==> src/rtl/fifo_read_ctrl_if.sv <==
// rtl/fifo_read_ctrl_if.sv - consumer-side first-word-fall-through handshake of the FIFO read controller
//
// Signals:
//   dout        head-of-buffer data
//   dout_valid  dout holds a valid word
//   dout_ready  consumer accepts the head word this cycle
// Modports:
//   master  the read controller (drives dout/dout_valid)
//   slave   the consumer (drives dout_ready)
interface fifo_read_ctrl_if #(
  parameter int DATA_W = 8
) ();
  logic [DATA_W-1:0] dout;
  logic              dout_valid;
  logic              dout_ready;

  modport master (
    output dout,
    output dout_valid,
    input  dout_ready
  );

  modport slave (
    input  dout,
    input  dout_valid,
    output dout_ready
  );
endinterface

==> src/rtl/fifo_read_ctrl.sv <==
// rtl/fifo_read_ctrl.sv - read-domain controller for the async FIFO
//
// Owns the read pointer, decodes the synchronized Gray write pointer, issues
// synchronous RAM reads and serves a 2-entry first-word-fall-through buffer.
//
// Ports:
//   read_clk         read-domain clock (posedge)
//   rst              synchronous active-high reset
//   synch_write_ptr  Gray write pointer already synchronized into read_clk
//   mem_rd_en        RAM read strobe
//   mem_rd_addr      RAM read address
//   mem_rd_data      RAM data, valid the cycle after mem_rd_en
//   read_ptr_gray    registered Gray read pointer for the write domain
//   rd_if            consumer handshake (dout / dout_valid / dout_ready)
//   empty            no word presented to the consumer
//   almost_empty     registered, rd_level <= AE_THRESH
//   rd_level         registered count of unread words (RAM + buffered + in flight)
//   underflow        sticky, dout_ready seen while empty (FIFO_RD_UNDERFLOW_FLAG_EN only)
//   underflow_cnt    saturating count of those events (FIFO_RD_UNDERFLOW_FLAG_EN only)
//
// Optional feature macro: FIFO_RD_UNDERFLOW_FLAG_EN
module fifo_read_ctrl #(
  parameter int ADDR_W    = 3,
  parameter int DATA_W    = 8,
  parameter int AE_THRESH = 1
) (
  input  logic              read_clk,
  input  logic              rst,
  input  logic [ADDR_W:0]   synch_write_ptr,
  output logic              mem_rd_en,
  output logic [ADDR_W-1:0] mem_rd_addr,
  input  logic [DATA_W-1:0] mem_rd_data,
  output logic [ADDR_W:0]   read_ptr_gray,
  fifo_read_ctrl_if.master  rd_if,
  output logic              empty,
  output logic              almost_empty,
  output logic [ADDR_W+1:0] rd_level
`ifdef FIFO_RD_UNDERFLOW_FLAG_EN
  ,
  output logic              underflow,
  output logic [7:0]        underflow_cnt
`endif
);

  localparam logic [ADDR_W+1:0] AE_LVL = AE_THRESH[ADDR_W+1:0];

  logic [ADDR_W:0]   rd_ptr_bin;
  logic [ADDR_W:0]   rd_ptr_inc;
  logic [ADDR_W:0]   wr_bin;
  logic [ADDR_W:0]   mem_avail;
  logic              mem_empty;

  logic [1:0]        held;
  logic [1:0]        held_after_pop;
  logic [1:0]        held_next;
  logic              inflight;
  logic              dout_valid;
  logic              pop;
  logic [2:0]        occ;

  logic [DATA_W-1:0] head;
  logic [DATA_W-1:0] skid;
  logic [DATA_W-1:0] head_next;
  logic [DATA_W-1:0] skid_next;

  logic [ADDR_W+1:0] rd_level_next;

  // Gray to binary: bit i is the XOR of all Gray bits at or above i.
  always_comb begin
    wr_bin = '0;
    for (int i = 0; i <= ADDR_W; i++) begin
      wr_bin[i] = ^(synch_write_ptr >> i);
    end
  end

  assign mem_avail = wr_bin - rd_ptr_bin;
  assign mem_empty = (mem_avail == '0);

  assign dout_valid = (held != 2'd0);
  assign pop        = dout_valid & rd_if.dout_ready;

  // Slots committed after this edge: buffered words plus the one returning
  // from RAM, minus the one leaving. A new read is only issued if it will
  // find a free slot when its data returns.
  assign occ       = {1'b0, held} + {2'b00, inflight} - {2'b00, pop};
  assign mem_rd_en = !rst & !mem_empty & (occ < 3'd2);

  assign mem_rd_addr = rd_ptr_bin[ADDR_W-1:0];
  assign rd_ptr_inc  = rd_ptr_bin + (ADDR_W+1)'(1);

  // Buffer next state: pop shifts skid into head, then returning data lands
  // in the first free slot after the pop.
  always_comb begin
    held_after_pop = held - {1'b0, pop};
    head_next      = head;
    skid_next      = skid;
    if (pop) begin
      head_next = skid;
    end
    if (inflight) begin
      if (held_after_pop == 2'd0) begin
        head_next = mem_rd_data;
      end else begin
        skid_next = mem_rd_data;
      end
    end
    held_next = held_after_pop + {1'b0, inflight};
  end

  // The issue decrements mem_avail and sets inflight by the same amount, so
  // the unread total reduces to current mem_avail plus next buffer fill.
  assign rd_level_next = {1'b0, mem_avail} + {{ADDR_W{1'b0}}, held_next};

  always_ff @(posedge read_clk) begin
    if (rst) begin
      rd_ptr_bin    <= '0;
      read_ptr_gray <= '0;
      inflight      <= 1'b0;
      held          <= 2'd0;
      head          <= '0;
      skid          <= '0;
      rd_level      <= '0;
      almost_empty  <= 1'b1;
    end else begin
      if (mem_rd_en) begin
        rd_ptr_bin    <= rd_ptr_inc;
        read_ptr_gray <= rd_ptr_inc ^ (rd_ptr_inc >> 1);
      end
      inflight     <= mem_rd_en;
      held         <= held_next;
      head         <= head_next;
      skid         <= skid_next;
      rd_level     <= rd_level_next;
      almost_empty <= (rd_level_next <= AE_LVL);
      assert (!(inflight && (held_after_pop == 2'd2)));
    end
  end

  assign rd_if.dout       = head;
  assign rd_if.dout_valid = dout_valid;
  assign empty            = !dout_valid;

`ifdef FIFO_RD_UNDERFLOW_FLAG_EN
  logic uf_event;
  assign uf_event = rd_if.dout_ready & !dout_valid;

  always_ff @(posedge read_clk) begin
    if (rst) begin
      underflow     <= 1'b0;
      underflow_cnt <= 8'd0;
    end else begin
      if (uf_event) begin
        underflow <= 1'b1;
        if (underflow_cnt != 8'hFF) begin
          underflow_cnt <= underflow_cnt + 8'd1;
        end
      end
    end
  end
`endif

endmodule

==> src/flat_wrapper.sv <==
// flat-port wrapper written by rule: the top's interface ports become plain ports
module fifo_read_ctrl_flat 
#(
  parameter int ADDR_W    = 3,
  parameter int DATA_W    = 8,
  parameter int AE_THRESH = 1
)
  (read_clk, rst, synch_write_ptr, mem_rd_en, mem_rd_addr, mem_rd_data, read_ptr_gray, empty, almost_empty, rd_level, rd_if_dout, rd_if_dout_valid, rd_if_dout_ready);
  fifo_read_ctrl_if #(.DATA_W(DATA_W)) rd_if_i ();
  input  logic read_clk;
  input  logic rst;
  input  logic [ADDR_W:0] synch_write_ptr;
  output logic mem_rd_en;
  output logic [ADDR_W-1:0] mem_rd_addr;
  input  logic [DATA_W-1:0] mem_rd_data;
  output logic [ADDR_W:0] read_ptr_gray;
  output logic empty;
  output logic almost_empty;
  output logic [ADDR_W+1:0] rd_level;
  output wire logic [$bits(rd_if_i.dout)-1:0] rd_if_dout;
  output wire logic [$bits(rd_if_i.dout_valid)-1:0] rd_if_dout_valid;
  input wire logic [$bits(rd_if_i.dout_ready)-1:0] rd_if_dout_ready;
  assign rd_if_dout = rd_if_i.dout;
  assign rd_if_dout_valid = rd_if_i.dout_valid;
  assign rd_if_i.dout_ready = rd_if_dout_ready;
  fifo_read_ctrl #(.ADDR_W(ADDR_W), .DATA_W(DATA_W), .AE_THRESH(AE_THRESH)) u_core (.read_clk(read_clk), .rst(rst), .synch_write_ptr(synch_write_ptr), .mem_rd_en(mem_rd_en), .mem_rd_addr(mem_rd_addr), .mem_rd_data(mem_rd_data), .read_ptr_gray(read_ptr_gray), .rd_if(rd_if_i), .empty(empty), .almost_empty(almost_empty), .rd_level(rd_level));
endmodule
==> config.mk <==
export PLATFORM = sky130hd
export DESIGN_NAME = fifo_read_ctrl_flat
export DESIGN_NICKNAME = d
export VERILOG_FILES = /design/src/rtl/fifo_read_ctrl_if.sv /design/src/rtl/fifo_read_ctrl.sv /design/src/flat_wrapper.sv
export SDC_FILE = /design/constraint.sdc
export NUM_CORES = 1
export LEC_CHECK = 0
export BUFFER_PORTS_ARGS = -buffer_cell sky130_fd_sc_hd__buf_4
export CAP_MARGIN = 20
export CORE_ASPECT_RATIO = 0.6
export CORE_MARGIN = 5
export CORE_UTILIZATION = 42
export CTS_BUF_LIST = sky130_fd_sc_hd__clkbuf_16
export DETAILED_ROUTE_END_ITERATION = 16
export SKIP_LAST_GASP = 1
export SLEW_MARGIN = 0
export SYNTH_ARGS = -nofsm -noshare
export SYNTH_HDL_FRONTEND = slang
export SYNTH_SLANG_ARGS = --single-unit
==> constraint.sdc <==
create_clock -name read_clk -period 3.77 [get_ports read_clk]
set_input_delay 0.1885 -clock read_clk [delete_from_list [all_inputs] [get_ports read_clk]]
set_output_delay 0.1885 -clock read_clk [all_outputs]
set_load 0.02 [all_outputs]
==> out/qor.yml, run 1 <==
status: "finished clean"
ff_latch_area_um2: 641
pre_cts_ws_ns: 0.438
netlist_area_um2: 1810
crit_arrival_ns: 3.34
cts_hold_buffers: 0
cp_cell_sequence: "or2_2, nand2_4, inv_1, ha_1, inv_1, ha_1, inv_1, fa_1, inv_1, or3_4, a31o_2, inv_1, buf_4"
drive_above_1_share: 0.244
power.share.sequential: 0.266
synthTopCellsByCount: "dfxtp_1, nor2_1, inv_1"
ant_nets: 0
grtUsageTotal: 0.156
setup-violations-final: 0
first_pass_iters: 4
cp.required_ns: 3.58
die_h_um: 60.9
worstHoldStart: "mem_rd_data[7]"
rsz0062_at_grt: "false"
start_util: 0.437
cts_buffer_depth: 2
holdCritPathClass: "input pin to register"
grt_max_degree: 36
worstMarginPinSlew_ns: 0.602
dieArea_um2: 5770
synth_top_area_cell: "dfxtp_1"
synth_xor_area_frac: 0.0718
placed_area_um2: 2130
synth_top_family_by_area: "simple AND/OR/NAND/NOR gates"
overflow: 0
layout.nets: 260
coreArea_um2: 4140
first_global_vias: 1385
p_int_mw: 1.18
synth.area.mux_share: 0.0939
numPortBuffers: 38
setup.worst_path.start: "u_core.held[1]"
setup_ws_ns: 0.244
ys_seq_elements: 32
routed_wl_um: 4130
synth_compound_area_frac: 0.144
vdd_ir_drop_max_mv: 0.302
nFillCells: 406
relSlewSlack: 0.598
antenna_found_initial: 0
timing.max_cap.violations: 0
cp_slowest_cell: "fa_1"
max_freq_mhz: 284
cp_common_cell: "inv_1"
pwr-share-clk: 0.225
numCtsBuffers: 5
gp_congestion: 0.803
htreeDepth: 2
finalHoldViolCount: 0
synth-adder-area-share: 0.0953
synthCells: 196
finalMaxSlewViolations: 0
stdcell_area_um2: 2290
period_minus_slack_ns: 3.53
synth.most_common_cell: "dfxtp_1"
finalSetupTns_ns: 0
ys.flop_type: "dfxtp_1"
power_per_cell_area_nw_per_um2: 866
finalCritPeriodShare: 0.935
clock-skew-final_ns: 0.00421
layout.cells.non_filler: 294
clock_sinks: 32
die_x_um: 94.8
cts_tree: "built"
critical_path_class: "register to output port"
antenna-diode-count: 0
netlist_top_cells_area: "dfxtp_1, mux2i_1, ha_1, nor2_1, inv_1"
swShare: 0.405
timing.rr.start: "u_core.held[1]"
grt_pass1_wl_um: 6790
final_util: 0.554
ys_warn_count: 0
ioPinCount: 39
drt_iter0_drc: 143
leakagePower_nw: 1.10
power_frac_comb: 0.509
clk_latency_ns: 0.27
wl_per_cell_um: 14.0
cp-start-kind: "register"
synth_enable_flop_cells: 0
dp.final_hpwl_um: 3170
path_max_fanout: 9
yosys.cell_types.count: 41
crit_path_end_kind: "output port"
power.switching_uw: 805
synth_seq_area_share: 0.354
synth_top_area_frac: 0.354
cts-root-buf: "clkbuf_16"
synth.avg_cell_area_um2: 9.24
syn-num-nets: 223
row_count: 18
whs_ns: 0.158
critPathMaxStageDelay_ns: 0.55
power_mw: 1.99
async_reset_ff_frac: 0
drcViolationCount: 0
num_vias: 1494
multiInputGateArea_um2: 1060
via_per_inst: 5.08
synthToLayoutAreaGrowth_pct: 26.7
synth-simple-area-share: 0.177
cts.clk_slew.worst_paths_ns: 0.05
dp_cells: 286
==> area by class of cell <==
class,instances,area share
Clock buffer,5,0.0545
Clock inverter,3,0.0169
Inverter,19,0.0311
Multi-Input combinational cell,137,0.461
Sequential cell,32,0.279
Tap cell,60,0.0327
Timing Repair Buffer,38,0.124
==> layer usage <==
metal  GRT usage  vias up  part of all wire
li1            -      770                 -
met5           0        -                 0
met4      0.0554        0             0.010
met3      0.0620        4             0.098
met1       0.243      663              0.53
met2       0.186       57              0.36
==> power by group through the flow <==
stage | Clock [mW] | Sequential (mW) | Combinational [mW]
global route | 0.482 | 0.545 | 1.11
CTS | 0.459 | 0.528 | 1.00
floorplan | 0 | 0.611 | 0.620
detailed placement | 0 | 0.533 | 0.999
global placement | 0 | 0.535 | 0.990
finish | 0.448 | 0.528 | 1.01
==> repair_timing <==
item	in CTS	in global routing
buffers inserted	0	0
resized for setup	0	1
endpoints found under the setup margin	0	1
==> worst paths after layout <==
| kind | cells past startpoint | end | slack, ns |
|---|---|---|---|
| worst max register to register | 14 | u_core.rd_level[3] | 0.51 |
| worst min register to register | 2 | u_core.skid[7] | 0.49 |
| worst max-delay path | 13 | mem_rd_en | 0.24 |
| worst min-delay path | 3 | u_core.skid[7] | 0.16 |
==> kinds of logic (layout without fill, tap and decap cells) <==
group / after synthesis / count (layout)
flops: 32 / 32
fa+ha+maj: 12 / 12
simple gates: 60 / 60
xor+xnor: 14 / 14
buf+inv: 27 / 65
mux: 17 / 17
compound gates: 34 / 34
==> critical path, delay by kind of cell, from the launching register on <==
| family | cells | cell delay [ns] |
|---|---|---|
| DFF | 1 | 0.35 |
| and+or+nand+nor | 3 | 0.96 |
| buffers and inverters | 6 | 0.52 |
| adders and majority gates | 3 | 0.97 |
| AOI/OAI and AO/OA | 1 | 0.26 |
==> state kept, by name, summed over array words and instances (netlist names) <==
name / count
u_core.rd_ptr_bin: 4
u_core.rd_level: 5
u_core.almost_empty: 1
u_core.read_ptr_gray: 3
u_core.inflight: 1
u_core.skid: 8
u_core.held: 2
u_core.rd_if.dout: 8
==> placed cells by master, fill, tap and decap left out, types with 2 or more instances in the layout <==
| master | netlist | final |
|---|---|---|
| a31o_2 | 2 | 2 |
| nor2b_1 | 6 | 6 |
| o21ai_1 | 4 | 4 |
| a211oi_1 | 8 | 8 |
| o2111ai_1 | 3 | 3 |
| a21oi_1 | 4 | 4 |
| o21ai_0 | 2 | 2 |
| and3_1 | 2 | 2 |
| xor2_1 | 6 | 6 |
| clkbuf_16 | 0 | 5 |
| nor3_1 | 3 | 3 |
| nand3b_1 | 2 | 2 |
| nand3_1 | 8 | 8 |
| nor2_1 | 22 | 22 |
| xnor2_1 | 7 | 7 |
| nand4_1 | 5 | 5 |
| ha_1 | 9 | 9 |
| fa_1 | 3 | 3 |
| a32oi_1 | 4 | 4 |
| nand2_1 | 4 | 4 |
| dfxtp_1 | 32 | 32 |
| inv_1 | 19 | 20 |
| buf_4 | 0 | 38 |
| mux2i_1 | 17 | 17 |
(Power assumes the default switching activity.)
==> inputs of run 2 (changes only) <==
--- a/config.mk
+++ b/config.mk
@@ -9,9 +9,10 @@
 export CAP_MARGIN = 20
 export CORE_ASPECT_RATIO = 0.6
 export CORE_MARGIN = 5
-export CORE_UTILIZATION = 42
+export CORE_UTILIZATION = 45
 export CTS_BUF_LIST = sky130_fd_sc_hd__clkbuf_16
 export DETAILED_ROUTE_END_ITERATION = 16
+export PLACE_DENSITY = 0.68
 export SKIP_LAST_GASP = 1
 export SLEW_MARGIN = 0
 export SYNTH_ARGS = -nofsm -noshare
==> run 2 against run 1 <==
Hold slack got worse by 0.0044 ns. Die area fell by 5.8%. Via count rose by 1.4%. Critical endpoint unchanged. Largest cell class unchanged.
==> out/qor.yml, run 2 (synthesis results as in run 1) <==
r2r_slack_ns: 0.44  # was 0.51 ns
setup-violations-final: 0  # unchanged
dp.final_hpwl_um: 3060  # was 3170 um
gp_congestion: 0.860  # was 0.803
path_max_fanout: 9  # unchanged
p_int_mw: 1.18  # about the same
routed_wl_um: 4120  # was 4130 um
grt_max_degree: 36  # unchanged
drcViolationCount: 0  # unchanged
layout.nets: 260  # unchanged
clock-skew-final_ns: 0.00234  # was 0.00421 ns
row_count: 17  # was 18
swShare: 0.406  # was 0.405
cts_setup_buffers: 0  # unchanged
cts_buffer_depth: 2  # unchanged
first_global_vias: 1393  # was 1385
overflow: 0  # unchanged
placed_area_um2: 2110  # was 2130 um^2
status: "finished clean"  # unchanged
cts.clk_slew.worst_paths_ns: 0.05  # about the same
pwr-share-clk: 0.228  # was 0.225
start_util: 0.481  # was 0.437
relSlewSlack: 0.577  # was 0.598
power_frac_comb: 0.506  # was 0.509
cts_hold_buffers: 0  # unchanged
critical_path_class: "register to output port"  # unchanged
crit_path_end_kind: "output port"  # unchanged
num_vias: 1515  # was 1494
max_freq_mhz: 277  # was 284 MHz
top_usage_layer: "met1"  # unchanged
cp-start-kind: "register"  # unchanged
finalHoldViolCount: 0  # unchanged
numCtsBuffers: 5  # unchanged
power.switching_uw: 802  # was 805 uW
ioPinCount: 39  # unchanged
grtUsageTotal: 0.154  # was 0.156
coreArea_um2: 3760  # was 4140 um^2
numPortBuffers: 38  # unchanged
timing.max_cap.violations: 0  # unchanged
clock_sinks: 32  # unchanged
finalCritPeriodShare: 0.959  # was 0.935
clk_latency_ns: 0.27  # about the same
leakagePower_nw: 1.10  # about the same
finalSetupTns_ns: 0  # unchanged
dieArea_um2: 5440  # was 5770 um^2
first_pass_iters: 4  # unchanged
antenna-diode-count: 0  # unchanged
worstMarginPinSlew_ns: 0.632  # was 0.602 ns
via_per_inst: 5.39  # was 5.08
die_h_um: 59.2  # was 60.9 um
drive_above_1_share: 0.239  # was 0.244
power_per_cell_area_nw_per_um2: 870  # was 866 nW/um^2
vdd_ir_drop_max_mv: 0.389  # was 0.302 mV
stdcell_area_um2: 2270  # was 2290 um^2
cp.required_ns: 3.58  # about the same
period_minus_slack_ns: 3.62  # was 3.53 ns
nFillCells: 332  # was 406
final_common_cell: "buf_4"  # unchanged
ctsResizeCount: 0  # unchanged
ant_nets: 0  # unchanged
final_util: 0.604  # was 0.554
holdCritPathClass: "input pin to register"  # unchanged
gr-usage-met1: 0.221  # was 0.243
use_met2: 0.220  # was 0.186
synthToLayoutAreaGrowth_pct: 25.5  # was 26.7%
htreeDepth: 2  # unchanged
crit_arrival_ns: 3.43  # was 3.34 ns
antenna_found_initial: 0  # unchanged
wl_per_cell_um: 14.7  # was 14.0 um
die_x_um: 91.9  # was 94.8 um
finalMaxSlewViolations: 0  # unchanged
cts_tree: "built"  # unchanged
cts-root-buf: "clkbuf_16"  # unchanged
drt_iter0_drc: 66  # was 143
power.share.sequential: 0.266  # about the same
rsz0062_at_grt: "false"  # unchanged
grt_pass1_wl_um: 6550  # was 6790 um
layout_common_cells: "buf_4, dfxtp_1, nor2_1"  # unchanged
globalRouteMet3Util: 0.0470  # was 0.0620
[run 2: cell counts in the layout (fill, tap and decap cells not counted)]
Identical to the previous run, type by type.
[run 2: critical path: stages (launching register included)]
cell     delay [ns]
dfxtp_1        0.35
or2_2          0.33
nand2_4        0.17
inv_1          0.06
ha_1           0.28
inv_1          0.09
ha_1           0.14
inv_1          0.05
fa_1           0.56
inv_1          0.13
or3_1          0.50
a31o_2         0.29
inv_1          0.06
buf_4          0.13
[run 2: final cells by class]
class | instances | area, um^2 | share of cell area
clock buffer | 5 | 125 | 0.0550
clock inverter | 3 | 38.8 | 0.0171
inverter | 19 | 71.3 | 0.0314
multi-input combinational | 137 | 1050 | 0.463
sequential | 32 | 641 | 0.282
tap | 47 | 58.8 | 0.0259
timing repair buffer | 38 | 285 | 0.125
[run 2: stage by stage]
step	hold slack [ns]	worst slack [ns]	std cells	power [mW]
after floorplan	0.332	0.485	196	1.23
after global placement	0.436	0.533	273	1.52
after detailed placement	0.438	0.480	273	1.52
after CTS	0.156	0.168	281	1.98
after global routing	0.173	0.0480	281	2.10
final	0.154	0.154	281	1.98
[run 2: routing by layer]
layer	vias up	wire length, um
li1	769	-
met1	683	2030
met2	61	1710
met3	2	364
met4	0	17
met5	-	0
[run 2: worst paths after layout]
path	cells past startpoint	start	to
worst min-delay path	3	mem_rd_data[3]	u_core.skid[3]
worst max-delay path	13	u_core.held[1]	mem_rd_en
worst min register to register	2	u_core.skid[3]	u_core.skid[3]
worst max register to register	14	u_core.held[1]	u_core.rd_level[3]
[run 2: power by group through the flow]
stage	combinational (mW)	clock, mW	sequential (mW)
floorplan	0.620	0	0.611
global placement	0.985	0	0.530
detailed placement	0.984	0	0.532
CTS	0.998	0.459	0.525
global route	1.09	0.472	0.538
finish	1.00	0.451	0.526
==> inputs of run 3 (changes only) <==
--- a/config.mk
+++ b/config.mk
@@ -5,6 +5,7 @@
 export SDC_FILE = /design/constraint.sdc
 export NUM_CORES = 1
 export LEC_CHECK = 0
+export ABC_AREA = 1
 export BUFFER_PORTS_ARGS = -buffer_cell sky130_fd_sc_hd__buf_4
 export CAP_MARGIN = 20
 export CORE_ASPECT_RATIO = 0.6
@@ -12,6 +13,7 @@
 export CORE_UTILIZATION = 45
 export CTS_BUF_LIST = sky130_fd_sc_hd__clkbuf_16
 export DETAILED_ROUTE_END_ITERATION = 16
+export GPL_TIMING_DRIVEN = 0
 export PLACE_DENSITY = 0.68
 export SKIP_LAST_GASP = 1
 export SLEW_MARGIN = 0
==> run 3 against run 2 <==
Sequential share of layout area grew 0.76 points. Utilization shrank 0.58 points. Non-clock buffer count grew 5. Largest cell class unchanged. Maximum frequency grew 13%. Sequential power grew 2%.
==> out/qor.yml, run 3 <==
critical_path_class: "register to output port"  # unchanged
status: "finished clean"  # unchanged
synth_seq_area_share: 0.370  # was 0.354
ant_nets: 0  # unchanged
dp.final_hpwl_um: 2890  # was 3060 um
synthToLayoutAreaGrowth_pct: 27.7  # was 25.5%
power_per_cell_area_nw_per_um2: 887  # was 870 nW/um^2
synth.avg_cell_area_um2: 7.22  # was 9.24 um^2
row_count: 17  # unchanged
yosys.cell_types.count: 25  # was 41
synth_top_area_cell: "dfxtp_1"  # unchanged
synth_enable_flop_cells: 0  # unchanged
cts.clk_slew.worst_paths_ns: 0.05  # about the same
finalSetupTns_ns: 0  # unchanged
antenna-diode-count: 0  # unchanged
path_max_fanout: 9  # unchanged
setup-violations-final: 0  # unchanged
cts_setup_buffers: 0  # unchanged
drive_above_1_share: 0.224  # was 0.239
coreArea_um2: 3700  # was 3760 um^2
antenna_found_initial: 0  # unchanged
netlist_area_um2: 1730  # was 1810 um^2
cts_hold_buffers: 0  # unchanged
via_per_inst: 4.64  # was 5.39
numPortBuffers: 38  # unchanged
die_x_um: 90.1  # was 91.9 um
final_common_cell: "nand2_1"  # was buf_4
routed_wl_um: 3910  # was 4120 um
syn-num-nets: 267  # was 223
holdCritPathClass: "input pin to register"  # unchanged
cp_common_cell: "inv_2"  # was inv_1
cts-root-buf: "clkbuf_16"  # unchanged
ys_warn_count: 0  # unchanged
cts_buffer_depth: 2  # unchanged
cp_slowest_cell: "fa_1"  # unchanged
async_reset_ff_frac: 0  # unchanged
synthCells: 240  # was 196
grt_max_degree: 11  # was 36
crit_arrival_ns: 3.02  # was 3.43 ns
grtUsageTotal: 0.162  # was 0.154
dieArea_um2: 5230  # was 5440 um^2
cts_tree: "built"  # unchanged
vdd_ir_drop_max_mv: 0.519  # was 0.389 mV
clk_latency_ns: 0.27  # about the same
layout_common_cells: "nand2_1, inv_1, buf_4"  # was buf_4, dfxtp_1, nor2_1
first_pass_iters: 4  # unchanged
finalCritPeriodShare: 0.852  # was 0.959
ys.flop_type: "dfxtp_1"  # unchanged
htreeDepth: 2  # unchanged
timing.max_cap.violations: 0  # unchanged
clock-skew-final_ns: 0.00505  # was 0.00234 ns
wl_per_cell_um: 11.7  # was 14.7 um
drt_iter0_drc: 73  # was 66
critPathMaxStageDelay_ns: 0.59  # was 0.56 ns
relSlewSlack: 0.626  # was 0.577
die_h_um: 58.1  # was 59.2 um
grt_pass1_wl_um: 6700  # was 6550 um
ctsResizeCount: 0  # unchanged
max_freq_mhz: 311  # was 277 MHz
cp.required_ns: 3.58  # about the same
numCtsBuffers: 5  # unchanged
start_util: 0.468  # was 0.481
nFillCells: 347  # was 332
finalMaxSlewViolations: 0  # unchanged
first_global_vias: 1447  # was 1393
leakagePower_nw: 1.21  # was 1.10 nW
cp-start-kind: "register"  # unchanged
synthTopCellsByCount: "nand2_1, inv_1, dfxtp_1"  # was dfxtp_1, nor2_1, inv_1
gp_congestion: 0.766  # was 0.860
netlist_top_cells_area: "dfxtp_1, nand2_1, inv_1, ha_1, a21oi_1"  # was dfxtp_1, mux2i_1, ha_1, nor2_1, inv_1
synth_top_area_frac: 0.370  # was 0.354
drcViolationCount: 0  # unchanged
rsz0062_at_grt: "false"  # unchanged
whs_ns: 0.166  # was 0.154 ns
num_vias: 1545  # was 1515
layout.nets: 312  # was 260
overflow: 0  # unchanged
ys_seq_elements: 32  # unchanged
crit_path_end_kind: "output port"  # unchanged
ioPinCount: 39  # unchanged
worstMarginPinSlew_ns: 0.562  # was 0.632 ns
clock_sinks: 32  # unchanged
finalHoldViolCount: 0  # unchanged
period_minus_slack_ns: 3.21  # was 3.62 ns
synth.most_common_cell: "nand2_1"  # was dfxtp_1
cp_cell_sequence: "nor2_1, inv_2, nand2_2, inv_2, ha_1, inv_2, ha_1, inv_1, fa_1, nand3_1, nor2_4, nand2_4, inv_2, buf_4"  # was or2_2, nand2_4, inv_1, ha_1, inv_1, ha_1, inv_1, fa_1, inv_1, or3_1, a31o_2, inv_1, buf_4
run 3: path summary, 6_finish.rpt:
kind                                               from  cells past startpoint                      end  slack (ns)
worst max register to register           u_core.held[1]                     19      u_core.almost_empty        0.67
worst min-delay path                     mem_rd_data[3]                      3           u_core.skid[3]        0.17
worst max-delay path                     u_core.held[1]                     14                mem_rd_en        0.56
worst min register to register  u_core.read_ptr_gray[2]                      2  u_core.read_ptr_gray[2]        0.47
run 3: cell type report:
cell class,instances,area [um^2],area share
clock inverters,3,11.3,0.00509
multi-input cells,152,878,0.397
repair buffers,38,285,0.129
clock buffers,5,125,0.0565
plain buffers,5,22.5,0.0102
well taps,47,58.8,0.0266
inverters,51,191,0.0865
flip-flops and latches,32,641,0.289
run 3: critical path: cells and delay by family (launching register included):
family	cells	cell delay [ns]
buffers and inverters	6	0.55
flip-flops	1	0.34
adder cells (fa/ha/maj)	3	1.04
AND/OR/NAND/NOR	5	0.84
run 3: power by group:
part	switching (mW)	total (mW)	internal, mW
logic	0.645	1.05	0.409
clock network	0.136	0.372	0.237
registers	0.0726	0.537	0.464
total	0.853	1.96	1.11
run 3: stage by stage:
step / utilization / power (mW) / setup WS [ns] / instance area, um^2 / cells
6_report: 0.598 / 1.96 / 0.557 / 2210 / 333
3_5_place_dp: 0.561 / 1.59 / 0.676 / 2080 / 325
5_1_grt: 0.598 / 2.15 / 0.329 / 2210 / 333
3_3_place_gp: 0.561 / 1.58 / 0.725 / 2080 / 325
4_1_cts: 0.598 / 1.98 / 0.535 / 2210 / 333
2_1_floorplan: - / 1.29 / 0.660 / 1730 / 240
run 3: layer usage:
| metal | share of wire | up-vias | GRT usage |
|---|---|---|---|
| li1 | - | 824 | - |
| met1 | 0.53 | 685 | 0.221 |
| met2 | 0.41 | 32 | 0.230 |
| met3 | 0.051 | 4 | 0.0726 |
| met4 | 0.011 | 0 | 0.0446 |
| met5 | 0 | - | 0 |
run 3: cells by family (layout without fill, tap and decap cells):
kind of cell / after synthesis / after routing / share of synthesized area
flip-flops: 32 / 32 / 0.370
XOR/XNOR: 6 / 6 / 0.0390
AO/OA/AOI/OAI: 39 / 39 / 0.119
buffers and inverters: 56 / 102 / 0.123
AND/OR/NAND/NOR: 95 / 95 / 0.249
adder cells (fa/ha/maj): 12 / 12 / 0.0996
